==> config.mk <==
export PLATFORM = sky130hd
export DESIGN_NAME = ifu_refill_ctrl
export DESIGN_NICKNAME = d
export VERILOG_FILES = /design/src/rtl/ifu_refill_ctrl.sv
export SDC_FILE = /design/constraint.sdc
export NUM_CORES = 1
export LEC_CHECK = 0
export ABC_AREA = 1
export BUFFER_PORTS_ARGS = -buffer_cell sky130_fd_sc_hd__buf_2
export CORE_ASPECT_RATIO = 2
export CORE_MARGIN = 5
export CORE_UTILIZATION = 55
export CTS_BUF_LIST = sky130_fd_sc_hd__clkbuf_16
export DETAILED_ROUTE_END_ITERATION = 10
export PLACE_DENSITY_LB_ADDON = 0.08
export RECOVER_POWER = 50
export SLEW_MARGIN = 10
export SYNTH_ARGS = -nofsm -noshare
export SYNTH_HDL_FRONTEND = slang
export SYNTH_SLANG_ARGS = --single-unit
export TNS_END_PERCENT = 30
==> constraint.sdc <==
create_clock -name Clock -period 11.8 [get_ports Clock]
set_input_delay 0 -clock Clock [delete_from_list [all_inputs] [get_ports Clock]]
set_output_delay 0 -clock Clock [all_outputs]
set_load 0.02 [all_outputs]
==> src/rtl/ifu_refill_ctrl.sv <==
// Cache-line refill controller: one outstanding line read, beats assembled into a line, returned to the cache.
// Latency: miss seen in IDLE -> memory request next cycle; response one cycle after the last beat.
// Backpressure: request held stable until mem_reqReadyIn; no beat backpressure, watchdog aborts a stalled fill.
module ifu_refill_ctrl #(
   parameter int ADDR_WIDTH     = 32,
   parameter int TAG_WIDTH      = 28,
   parameter int OFFSET_WIDTH   = 4,
   parameter int LINE_WIDTH     = 128,
   parameter int MEM_DATA_WIDTH = 32,
   parameter int STALL_LIMIT    = 255
) (
   input  logic                      Clock,
   input  logic                      Rst,
   input  logic [TAG_WIDTH-1:0]      cache_reqTagIn,
   input  logic                      cache_reqValidIn,
   output logic [TAG_WIDTH-1:0]      cache_rspTagOut,
   output logic [LINE_WIDTH-1:0]     cache_rspLineOut,
   output logic                      cache_rspValidOut,
   output logic                      mem_reqValidOut,
   input  logic                      mem_reqReadyIn,
   output logic [ADDR_WIDTH-1:0]     mem_reqAddrOut,
   input  logic                      mem_rdValidIn,
   input  logic [MEM_DATA_WIDTH-1:0] mem_rdDataIn,
   output logic                      busyOut,
   output logic                      stallErrOut
);

   localparam int NUM_BEATS = LINE_WIDTH / MEM_DATA_WIDTH;
   localparam int BEAT_W    = (NUM_BEATS > 1) ? $clog2(NUM_BEATS) : 1;
   localparam int STALL_W   = $clog2(STALL_LIMIT + 1);
   localparam logic [BEAT_W-1:0]  LAST_BEAT = BEAT_W'(NUM_BEATS - 1);
   localparam logic [STALL_W-1:0] STALL_MAX = STALL_W'(STALL_LIMIT);

   typedef enum logic [2:0] {IDLE, REQ, FILL, RESP, COOL} state_t;

   state_t                  state, stateNext;
   logic [TAG_WIDTH-1:0]    tagQ, tagNext;
   logic [BEAT_W-1:0]       beatCnt, beatNext;
   logic [STALL_W-1:0]      stallCnt, stallNext;
   logic [LINE_WIDTH-1:0]   lineQ, lineNext;
   logic                    stallAbort;

   // Next-state, line assembly and watchdog decisions.
   always_comb begin
      stateNext  = state;
      tagNext    = tagQ;
      beatNext   = beatCnt;
      stallNext  = stallCnt;
      lineNext   = lineQ;
      stallAbort = 1'b0;
      case (state)
         IDLE: begin
            if (cache_reqValidIn) begin
               tagNext   = cache_reqTagIn;
               stateNext = REQ;
            end
         end
         REQ: begin
            // mem_reqValidOut is high throughout REQ, so ready alone completes the handshake.
            if (mem_reqReadyIn) begin
               beatNext  = '0;
               stallNext = '0;
               stateNext = FILL;
            end
         end
         FILL: begin
            if (mem_rdValidIn) begin
               lineNext[beatCnt*MEM_DATA_WIDTH +: MEM_DATA_WIDTH] = mem_rdDataIn;
               beatNext  = beatCnt + 1'b1;
               stallNext = '0;
               if (beatCnt == LAST_BEAT) begin
                  stateNext = RESP;
               end
            end else begin
               if (stallCnt != STALL_MAX) begin
                  stallNext = stallCnt + 1'b1;
               end
               if (stallNext == STALL_MAX) begin
                  stallAbort = 1'b1;
                  stateNext  = IDLE;
               end
            end
         end
         RESP: stateNext = COOL;
         // The cache's request is still up for one cycle after RESP; ignore it here.
         COOL: stateNext = IDLE;
         default: stateNext = IDLE;
      endcase
   end

   // State, latched tag, counters and line buffer.
   always_ff @(posedge Clock or posedge Rst) begin
      if (Rst) begin
         state    <= IDLE;
         tagQ     <= '0;
         beatCnt  <= '0;
         stallCnt <= '0;
         lineQ    <= '0;
      end else begin
         state    <= stateNext;
         tagQ     <= tagNext;
         beatCnt  <= beatNext;
         stallCnt <= stallNext;
         lineQ    <= lineNext;
      end
   end

   // Registered outputs, decoded from the state being entered.
   always_ff @(posedge Clock or posedge Rst) begin
      if (Rst) begin
         mem_reqValidOut   <= 1'b0;
         mem_reqAddrOut    <= '0;
         cache_rspValidOut <= 1'b0;
         cache_rspTagOut   <= '0;
         cache_rspLineOut  <= '0;
         busyOut           <= 1'b0;
         stallErrOut       <= 1'b0;
      end else begin
         mem_reqValidOut   <= (stateNext == REQ);
         mem_reqAddrOut    <= {tagNext, {OFFSET_WIDTH{1'b0}}};
         cache_rspValidOut <= (stateNext == RESP);
         busyOut           <= (stateNext != IDLE);
         stallErrOut       <= stallAbort;
         if (stateNext == RESP) begin
            cache_rspTagOut  <= tagQ;
            cache_rspLineOut <= lineNext;
         end
      end
   end

endmodule

Yosys cells after proc, flatten, opt, wreduce, memory -nomap -nowiden
Index checks and enable logic that the tools add are counted.

Flip-flop bits (word level): 329. Bits of input ports: 65. Output and inout bits: 192. Word-level logic and storage cells: 55.

Add/subtract/negate cells: 3. Equality and inequality tests: 10. Shift operators: 2. Multiplexer cells: 23. Reductions and logical operators: 6.

Operators by type and width (number): $mux 128 (2); $bwmux 128 (1); $shift 32x34->128 const A (1); $shiftx 32x34->128 (1); $mux 28 (2); $mux 8 (5); $neg 7->34 (1); $pmux 8 s2 (1); $mux 3 (5); $pmux 3 s4 (1); $eq 3x2->1 const B (3); $add 8x1->8 const B (1); $eq 8x8->1 const B (1); $ne 8x8->1 const B (1); $eq 3x1->1 const B (2); $mux 2 (2); $ne 2x2->1 const B (2); $pmux 2 s2 (1); $reduce_and 2->1 (2); $logic_not 3->1 (1); $mux 1 (3); $reduce_and 3->1 (1); $reduce_bool 3->1 (1); $add 2x1->2 const B (1); other kinds (2) (2).

Depth between registers and ports, before layout
Gate-level depths: netlist of run 1.

Word-level depth: 9. Mapped depth: 12. Depth with buffers taken out: 12.

Worst setup path after synthesis of run 1
No wires, ideal clock.

Kind: register -> register. Start: reg beatCnt[0]. End: reg cache_rspLineOut[107]. Library setup time: 0.066 ns. Data arrival time: 1.987 ns. Data required time: 11.734 ns. Slack: 9.748 ns. Stages on the path, launching flop included: 10. Buffers on the path: 3. Clock period less this slack: 2.052 ns. Path through: dfrtp_1 -> buf_2 -> inv_1 -> ha_1 -> or2_1 -> clkbuf_2 -> buf_2 -> o41ai_2 -> nand2_1 -> nand2_1.

Cells in the longest elaborated chain, start to end: 5. Elaborated cells on any way between the ends: 11. Classes of those cells: 1 x add/sub; 2 x eq/ne; 2 x shift; 6 x mux.

RTL lines: from (decl) (line 38) `logic [BEAT_W-1:0] beatCnt, beatNext;`; from (signal assigned) (line 102) `beatCnt <= beatNext;`; $neg 7->34 * (line 68) `lineNext[beatCnt*MEM_DATA_WIDTH +: MEM_DATA_WIDTH] = mem_rdDataIn;`; $shiftx 32x34->128 / $shift 32x34->128 (equally long branches) (line 68); $bwmux 128 * (line 68); $mux 128 * (line 67) `if (mem_rdValidIn) begin`; $mux 128 * (line 51) `case (state)`; via lineNext[107] (line 40) `logic [LINE_WIDTH-1:0] lineQ, lineNext;`; to (signal assigned) (line 126) `cache_rspLineOut <= lineNext;`; to (decl) (line 17) `output logic [LINE_WIDTH-1:0] cache_rspLineOut,`.

Mark *: on every way through the listed nets, which the timed path passes. The rest lies on a longest branch. A chain may end at the register's enable or synchronous reset.

==> results of run 1 <==
## sequential cells by signal (all words and copies together), names as in the netlist
register,flops
beatCnt,2
stallCnt,8
state,3
mem_reqAddrOut,28
mem_reqValidOut,1
cache_rspValidOut,1
busyOut,1
cache_rspTagOut,28
lineQ,128
cache_rspLineOut,128
stallErrOut,1
## critical path, stage by stage
cell,delay [ns]
dlygate4sd3_1,0.55
clkbuf_1,0.11
clkinvlp_2,3.31
## metal layers
layer / GRT usage / vias up / share of wire
li1: - / 5195 / -
met1: 0.321 / 5371 / 0.37
met2: 0.480 / 365 / 0.53
met3: 0.0400 / 81 / 0.055
met4: 0.112 / 0 / 0.045
met5: 0 / - / 0
## worst max path at each step
stage	start	to	cells past startpoint
3_3_place_gp	state[2]	cache_rspLineOut[80]	8
5_1_grt	Rst	mem_reqAddrOut[30]	3
6_report	Rst	cache_rspTagOut[27]	3
4_1_cts	state[2]	cache_rspLineOut[80]	8
3_5_place_dp	state[2]	cache_rspLineOut[80]	8
2_1_floorplan	Rst	beatCnt[0]	1
## kinds of logic after synthesis
family / after synthesis / share of synthesized area
DFF: 329 / 0.612
buffers and inverters: 129 / 0.0432
xor gates and xnor gates: 2 / 0.00130
other: 1 / 0.000279
and+or+nand+nor: 779 / 0.228
AOI/OAI and AO/OA: 209 / 0.108
adders and majority gates: 7 / 0.00651
## layout make-up
class / instances / share of cell area
clock buffer: 29 / 0.0452
tap: 290 / 0.0226
timing repair buffer: 328 / 0.110
clock inverter: 21 / 0.0122
sequential: 329 / 0.513
multi-input combinational: 1001 / 0.291
inverter: 30 / 0.00724
## cells in the final DEF, fill, tap and decap left out, types with 26 or more instances in the layout
| cell | count |
|---|---|
| o21a_1 | 34 |
| inv_1 | 30 |
| clkbuf_1 | 190 |
| clkbuf_16 | 29 |
| dlygate4sd3_1 | 63 |
| buf_2 | 63 |
| nand3_1 | 84 |
| nand2_1 | 672 |
| o21ai_0 | 114 |
| dfrtp_1 | 329 |
| o41ai_2 | 26 |
## stage by stage
step,total power [mW],setup WS [ns],utilization
after floorplan,2.06,2.69,-
after global placement,2.33,8.20,0.607
after detailed placement,2.35,8.13,0.607
after CTS,3.32,8.13,0.671
after global routing,3.45,6.12,0.660
final,3.27,7.32,0.660
## power breakdown
part	switching [mW]	internal, mW
Sequential	0.101	1.36
Clock	0.417	0.531
Combinational	0.635	0.230
==> run metrics, run 1 <==
DR pass1 iterations=5; FF+latch area=8230 um^2; Hold Path Depth=4; Yosys top cell by area=dfrtp_1; Crit Path Class=primary input to async pin; CTS tree=done; diodes inserted=0; status=finished with violations; worst reg2reg path depth=8; minimum clock period=4.48 ns; violated checks=max-capacitance violations, max-slew violations; fill count=2116; CP required=11.37 ns; Final Setup Violations=0; CTS HTree Levels=1; largest net degree at the start of global routing=192; Yosys Warn Count=0; Leak=8.35 nW; Worst Hold Path EP=mem_reqAddrOut[16]; count leader, synth=nand2_1; crit path launch type=primary input; maxcap violations=2; post-synth top area share=0.612; grt total ovfl=0; RSZ-0062 raised after global routing=false; Reg clk slew, reported paths=0.06 ns; P per Cell Area=204 nW/um^2; area added between synthesis and finish=19.4%; Pins Over Slew Limit=153; Num Clock Sinks=329; Mapped Area=13400 um^2; PortBufs=252; Final Wtd Congestion=0.845; DRC=0; setup tns final=0 ns; CTS max path bufs=3; HPWL reported at the end of detailed placement=23800 um; clk_lat worst skew=0.56 ns; antenna viol nets, final=0; flop2flop setup slack=7.42 ns; peak supply drop=0.156 mV; Syn Area/Cell=9.24 um^2; wire length per cell=18.3 um; num ports=257; CP Max Fanout=139; Max-slew headroom=-3.00; core footprint=24300 um^2; WP data arrival=4.05 ns; Placed Area=14800 um^2; Via density=5.43; Netlist cell types=30; worst hold slack=0.167 ns; clock root cell=clkbuf_16; width of the chip=121 um; Top FF cell, synth=dfrtp_1; FF-to-FF Start=state[2]; first-pass GRT wire length=59600 um; post-synthesis async set-or-reset flop share=1.00; drt initial violations=891; final hold vios=0; reg2reg end=cache_rspLineOut[80]; DIE AREA=27900 um^2; Seq/Total Area, Yosys=0.612; Worst Max-Slew Pin Slew=5.96 ns; #FFs+latches synth=329; Cells after DPL=1915; GRT Util Overall=0.269; Syn Inst Count=1456; starting density of the core=0.553; Fin Clk Skew=0.0112 ns; initial antenna violation count=0; hold buffers post-CTS=63; routed vias=11012; Worst Hold Launch=cache_reqTagIn[12]; Setup Buffers After CTS=0; TritonCTS buffer count=28; vias in the first global route=11077; non-filler cells, final=2028; quantity of gates resized following cts=0; f_max=223 MHz; die height=231 um; Final Routed Wirelength=37200 um; multi-input combinational cell area=4670 um^2; Worst Setup End Kind=async pin; fin nets=1790; Final Cycle Share=0.380; hold crit path type=primary input to flop; FP Rows=81; Synth area leaders=dfrtp_1 61%, nand2_1 19%, o21ai_0 4.2%; share of cells above drive strength 1=0.0857; design area=16100 um^2; synth cell count leaders=672 x nand2_1, 329 x dfrtp_1, 114 x o21ai_0, 85 x nand3_1, 53 x clkbuf_1; EDFF count, synth=0
No activity file was read; power rests on OpenSTA's default activity.
==> run 2, diff against run 1 <==
clock period = 4.7 ns   (was 11.8 ns; I/O delays follow)
==> run metrics, run 2 (synthesized netlist as in run 1, its figures left out) <==
status=completed (was finished with violations); reg2reg end=cache_rspLineOut[53] (was cache_rspLineOut[80]); fill count=2095 (was 2116); non-filler cells, final=2041 (was 2028); P per Cell Area=503 nW/um^2 (was 204 nW/um^2); vias in the first global route=11160 (was 11077); worst hold slack=0.172 ns (was 0.167 ns); Max-slew headroom=0.119 (was -3.00); Fin Clk Skew=0.0146 ns (was 0.0112 ns); Final Wtd Congestion=0.842 (was 0.845); die height=231 um (unchanged); Hold Path Depth=4 (unchanged); width of the chip=121 um (unchanged); DRC=0 (unchanged); peak supply drop=0.388 mV (was 0.156 mV); flop2flop setup slack=1.47 ns (was 7.42 ns); area added between synthesis and finish=20.5% (was 19.4%); largest net degree at the start of global routing=129 (was 192); most frequent cells in the layout=672 x nand2_1, 329 x dfrtp_1, 189 x clkbuf_1, 114 x o21ai_0, 84 x nand3_1 (was 672 x nand2_1, 329 x dfrtp_1, 190 x clkbuf_1, 114 x o21ai_0, 84 x nand3_1); HPWL reported at the end of detailed placement=24300 um (was 23800 um); Final Setup Violations=0 (unchanged); Final Routed Wirelength=37200 um (about the same); multi-input combinational cell area=4670 um^2 (about the same); maxcap violations=0 (was 2); Via density=5.43 (about the same); minimum clock period=3.23 ns; final hold vios=0 (unchanged); clk_lat worst skew=0.56 ns (about the same); WP data arrival=3.71 ns (was 4.05 ns); FF+latch area=8230 um^2 (unchanged); CP Max Fanout=95 (was 139); design area=16200 um^2 (was 16100 um^2); crit path launch type=flop (was primary input); grt total ovfl=0 (unchanged); DIE AREA=27900 um^2 (unchanged); Pins Over Slew Limit=0 (was 153); TritonCTS buffer count=28 (unchanged); fin nets=1801 (was 1790); CTS HTree Levels=1 (unchanged); Util after Layout=0.666 (was 0.660); FP Rows=81 (unchanged); num ports=257 (unchanged); biggest regs=cache_rspLineOut x128, lineQ x128 (unchanged); routed vias=11075 (was 11012); CTS tree=done (unchanged); core footprint=24300 um^2 (unchanged); Worst Setup End Kind=flop (was async pin); Worst Hold Path EP=mem_reqAddrOut[18] (was mem_reqAddrOut[16]); drt initial violations=876 (was 891); routed wl met3=2160 um (was 2040 um); uppermost layer routed=met4 (unchanged); Num Clock Sinks=329 (unchanged); FF-to-FF Start=beatCnt[0] (was state[2]); Final Cycle Share=0.687; PortBufs=252 (unchanged); diodes inserted=0 (unchanged); M1 WL=13800 um (was 13900 um); share of cells above drive strength 1=0.0948 (was 0.0857); setup tns final=0 ns (unchanged); Leak=8.41 nW (was 8.35 nW); starting density of the core=0.553 (unchanged); Placed Area=14900 um^2 (was 14800 um^2); Worst Max-Slew Pin Slew=1.32 ns (was 5.96 ns); Crit Path Class=flop to flop (was primary input to async pin); worst reg2reg path depth=6 (was 8); wire length per cell=18.2 um (was 18.3 um); hold crit path type=primary input to flop (unchanged); f_max=310 MHz; antenna viol nets, final=0 (unchanged); met2 routed WL=19500 um (was 19700 um); CTS max path bufs=3 (unchanged); GRT Util Overall=0.266 (was 0.269); Worst Hold Launch=cache_reqTagIn[14] (was cache_reqTagIn[12]); most common cell after layout, fill and taps aside=nand2_1 (unchanged); initial antenna violation count=0 (unchanged); RSZ-0062 raised after global routing=false (unchanged); quantity of gates resized following cts=0 (unchanged); Reg clk slew, reported paths=0.07 ns (was 0.06 ns); Cells after DPL=1925 (was 1915); first-pass GRT wire length=59300 um (was 59600 um); DR pass1 iterations=5 (unchanged); clock root cell=clkbuf_16 (unchanged); CP required=5.18 ns (was 11.37 ns)
-- run 2: cell count changes in the layout (fill, tap and decap cells not counted), sizes merged --
| cell | before | now |
|---|---|---|
| buf | 75 | 86 |
| clkinvlp | 1 | 4 |
| clkinv | 12 | 14 |
| inv | 34 | 32 |
| bufinv | 4 | 3 |
| clkbuf | 219 | 218 |
| dlygate4sd3 | 63 | 64 |
-- run 2: per-layer routing --
layer | up-vias | global-route usage
li1 | 5216 | -
met1 | 5365 | 0.320
met2 | 400 | 0.468
met3 | 94 | 0.0442
met4 | 0 | 0.116
met5 | - | 0
-- run 2: area by class of cell --
class	instances	area share
clock buffer	29	0.0448
clock inverter	23	0.0119
inverter	30	0.00718
multi-input combinational	1001	0.288
sequential	329	0.508
tap	290	0.0224
timing repair buffer	339	0.117
-- run 2: what timing repair did --
item | 4_1_cts | 5_1_grt
endpoints found under the hold margin | 526 | 0
hold buffers | 64 | 0
setup buffers | 0 | 0
-- run 2: worst max path at each step --
| stage | from | end | slack [ns] | cells after the start |
|---|---|---|---|---|
| finish | beatCnt[0] | cache_rspLineOut[53] | 1.47 | 6 |
| global placement | beatCnt[0] | cache_rspLineOut[98] | 1.60 | 6 |
| global route | beatCnt[0] | cache_rspLineOut[53] | 1.20 | 6 |
| CTS | beatCnt[0] | cache_rspLineOut[110] | 1.45 | 6 |
| detailed placement | beatCnt[0] | cache_rspLineOut[53] | 1.50 | 6 |
| floorplan | Rst | beatCnt[0] | 0.31 | 1 |
-- run 2: power by group --
part | internal (mW) | switching (mW)
clock network | 1.29 | 1.04
logic | 0.593 | 1.54
registers | 3.40 | 0.294
-- run 2: worst max-delay path: stages, from the launching register on --
cell	delay, ns
dfrtp_1	0.77
ha_1	0.45
nand3_4	0.10
buf_4	0.54
buf_4	0.87
nand2_1	0.14
nand2_1	0.12
-- run 2: per-stage QoR --
step | total power, mW | setup WS [ns]
finish | 8.15 | 1.47
global route | 8.59 | 1.20
CTS | 8.26 | 1.45
detailed placement | 5.89 | 1.50
global placement | 5.82 | 1.60
floorplan | 5.18 | 0.307
==> run 3, diff against run 2 <==
clock period = 3 ns   (was 4.7 ns; I/O delays follow)
==> run metrics, run 3 (synthesized netlist as in run 1, its figures left out) <==
Placed Area=14900 um^2 (about the same); fin nets=1804 (was 1801); HPWL reported at the end of detailed placement=25000 um (was 24300 um); minimum clock period=2.27 ns; flop2flop setup slack=0.74 ns (was 1.47 ns); status=finished with violations (was completed); Final Cycle Share=0.757; num ports=257 (unchanged); maxcap violations=1 (was 0); Final Routed Wirelength=37800 um (was 37200 um); DIE AREA=27900 um^2 (unchanged); CP Launch Point=Rst (was beatCnt[0]); Worst Setup End Kind=async pin (was flop); hold crit path type=primary input to flop (unchanged); Final Wtd Congestion=0.841 (was 0.842); peak supply drop=0.577 mV (was 0.388 mV); CTS HTree Levels=1 (unchanged); f_max=440 MHz; first-pass GRT wire length=60500 um (was 59300 um); P per Cell Area=785 nW/um^2 (was 503 nW/um^2); antenna viol nets, final=0 (unchanged); largest net degree at the start of global routing=159 (was 129); WP data arrival=2.75 ns (was 3.71 ns); clock root cell=clkbuf_16 (unchanged); CTS max path bufs=3 (unchanged); Reg clk slew, reported paths=0.07 ns (about the same); Worst Hold Launch=cache_reqValidIn (was cache_reqTagIn[14]); Leak=8.42 nW (was 8.41 nW); Num Clock Sinks=329 (unchanged); DRC=0 (unchanged); violated checks=max-capacitance violations, max-slew violations; Worst Hold Path EP=mem_reqAddrOut[10] (was mem_reqAddrOut[18]); vias in the first global route=11226 (was 11160); DR pass1 iterations=5 (unchanged); clk_lat worst skew=0.55 ns (was 0.56 ns); diodes inserted=0 (unchanged); worst reg2reg path depth=7 (was 6); initial antenna violation count=0 (unchanged); routed vias=11086 (was 11075); crit path launch type=primary input (was flop); CP Max Fanout=88 (was 95); setup ws final=0.730 ns (was 1.47 ns); worst hold slack=0.0780 ns (was 0.172 ns); final total power=12.7 mW (was 8.15 mW); CP required=3.48 ns (was 5.18 ns); GRT Util Overall=0.272 (was 0.266); biggest regs=cache_rspLineOut x128, lineQ x128 (unchanged); reg2reg end=cache_rspLineOut[99] (was cache_rspLineOut[53]); RSZ-0062 raised after global routing=false (unchanged); drt initial violations=970 (was 876); core footprint=24300 um^2 (unchanged); FP Rows=81 (unchanged); final hold vios=0 (unchanged); area added between synthesis and finish=20.5% (about the same); wire length per cell=18.5 um (was 18.2 um); grt total ovfl=0 (unchanged); Pins Over Slew Limit=29 (was 0); width of the chip=121 um (unchanged); CTS tree=done (unchanged); Final Setup Violations=0 (unchanged); starting density of the core=0.553 (unchanged); dpl ws=0.765 ns (was 1.50 ns); TritonCTS buffer count=28 (unchanged); Max-slew headroom=-0.0292 (was 0.119); Worst Max-Slew Pin Slew=1.54 ns (was 1.32 ns); most frequent cells in the layout=672 x nand2_1, 329 x dfrtp_1, 189 x clkbuf_1, 114 x o21ai_0, 84 x nand3_1 (unchanged); Setup Buffers After CTS=0 (unchanged); Fin Clk Skew=0.00851 ns (was 0.0146 ns); design area=16200 um^2 (about the same); PortBufs=252 (unchanged); FF-to-FF Start=beatCnt[0] (unchanged); Crit Path Class=primary input to async pin (was flop to flop); Via density=5.43 (about the same); Hold Path Depth=5 (was 4); most common cell after layout, fill and taps aside=nand2_1 (unchanged); die height=231 um (unchanged); share of cells above drive strength 1=0.0981 (was 0.0948)
-- run 3: layout make-up --
| type | instances | area [um^2] |
|---|---|---|
| clock buffers | 29 | 726 |
| flip-flops and latches | 329 | 8230 |
| repair buffers | 342 | 1930 |
| clock inverters | 22 | 169 |
| multi-input cells | 1001 | 4670 |
| well taps | 290 | 363 |
| inverters | 30 | 116 |
| fillers | 2129 | 8120 |
-- run 3: where the power goes --
group	internal [mW]	leakage, nW	switching [mW]
combinational	0.946	3.55	2.48
sequential	5.33	4.43	0.408
clock	1.93	0.440	1.62
-- run 3: how the worst max path moves through the flow --
stage	to
after CTS	cache_rspLineOut[127]
after global routing	cache_rspLineOut[54]
after floorplan	beatCnt[0]
after global placement	cache_rspLineOut[127]
final	cache_rspLineOut[116]
after detailed placement	cache_rspLineOut[127]
-- run 3: worst max-delay path, cell delays in order --
cell and delay (ns):
dlygate4sd3_1 0.53, buf_2 0.12, clkinvlp_2 0.89, clkbuf_4 1.12
-- run 3: routing by layer --
metal  track usage  share of wire  vias up
met5             0              0        -
met4         0.102          0.040        0
met3        0.0361          0.051       82
met2         0.499           0.54      368
met1         0.323           0.37     5409
li1              -              -     5227
-- run 3: per-stage QoR --
stage               instances  utilization  setup TNS, ns
floorplan                1459            -        -458.19
global placement         1929        0.614              0
detailed placement       1929        0.614              0
CTS                      2043        0.677              0
global route             2043        0.666              0
finish                   2043        0.666              0
-- run 3: repair_timing --
item	in CTS	in global routing
endpoints found under the hold margin	253	0
gates resized for setup	0	0
endpoints found under the setup margin	0	0
hold buffers	63	0
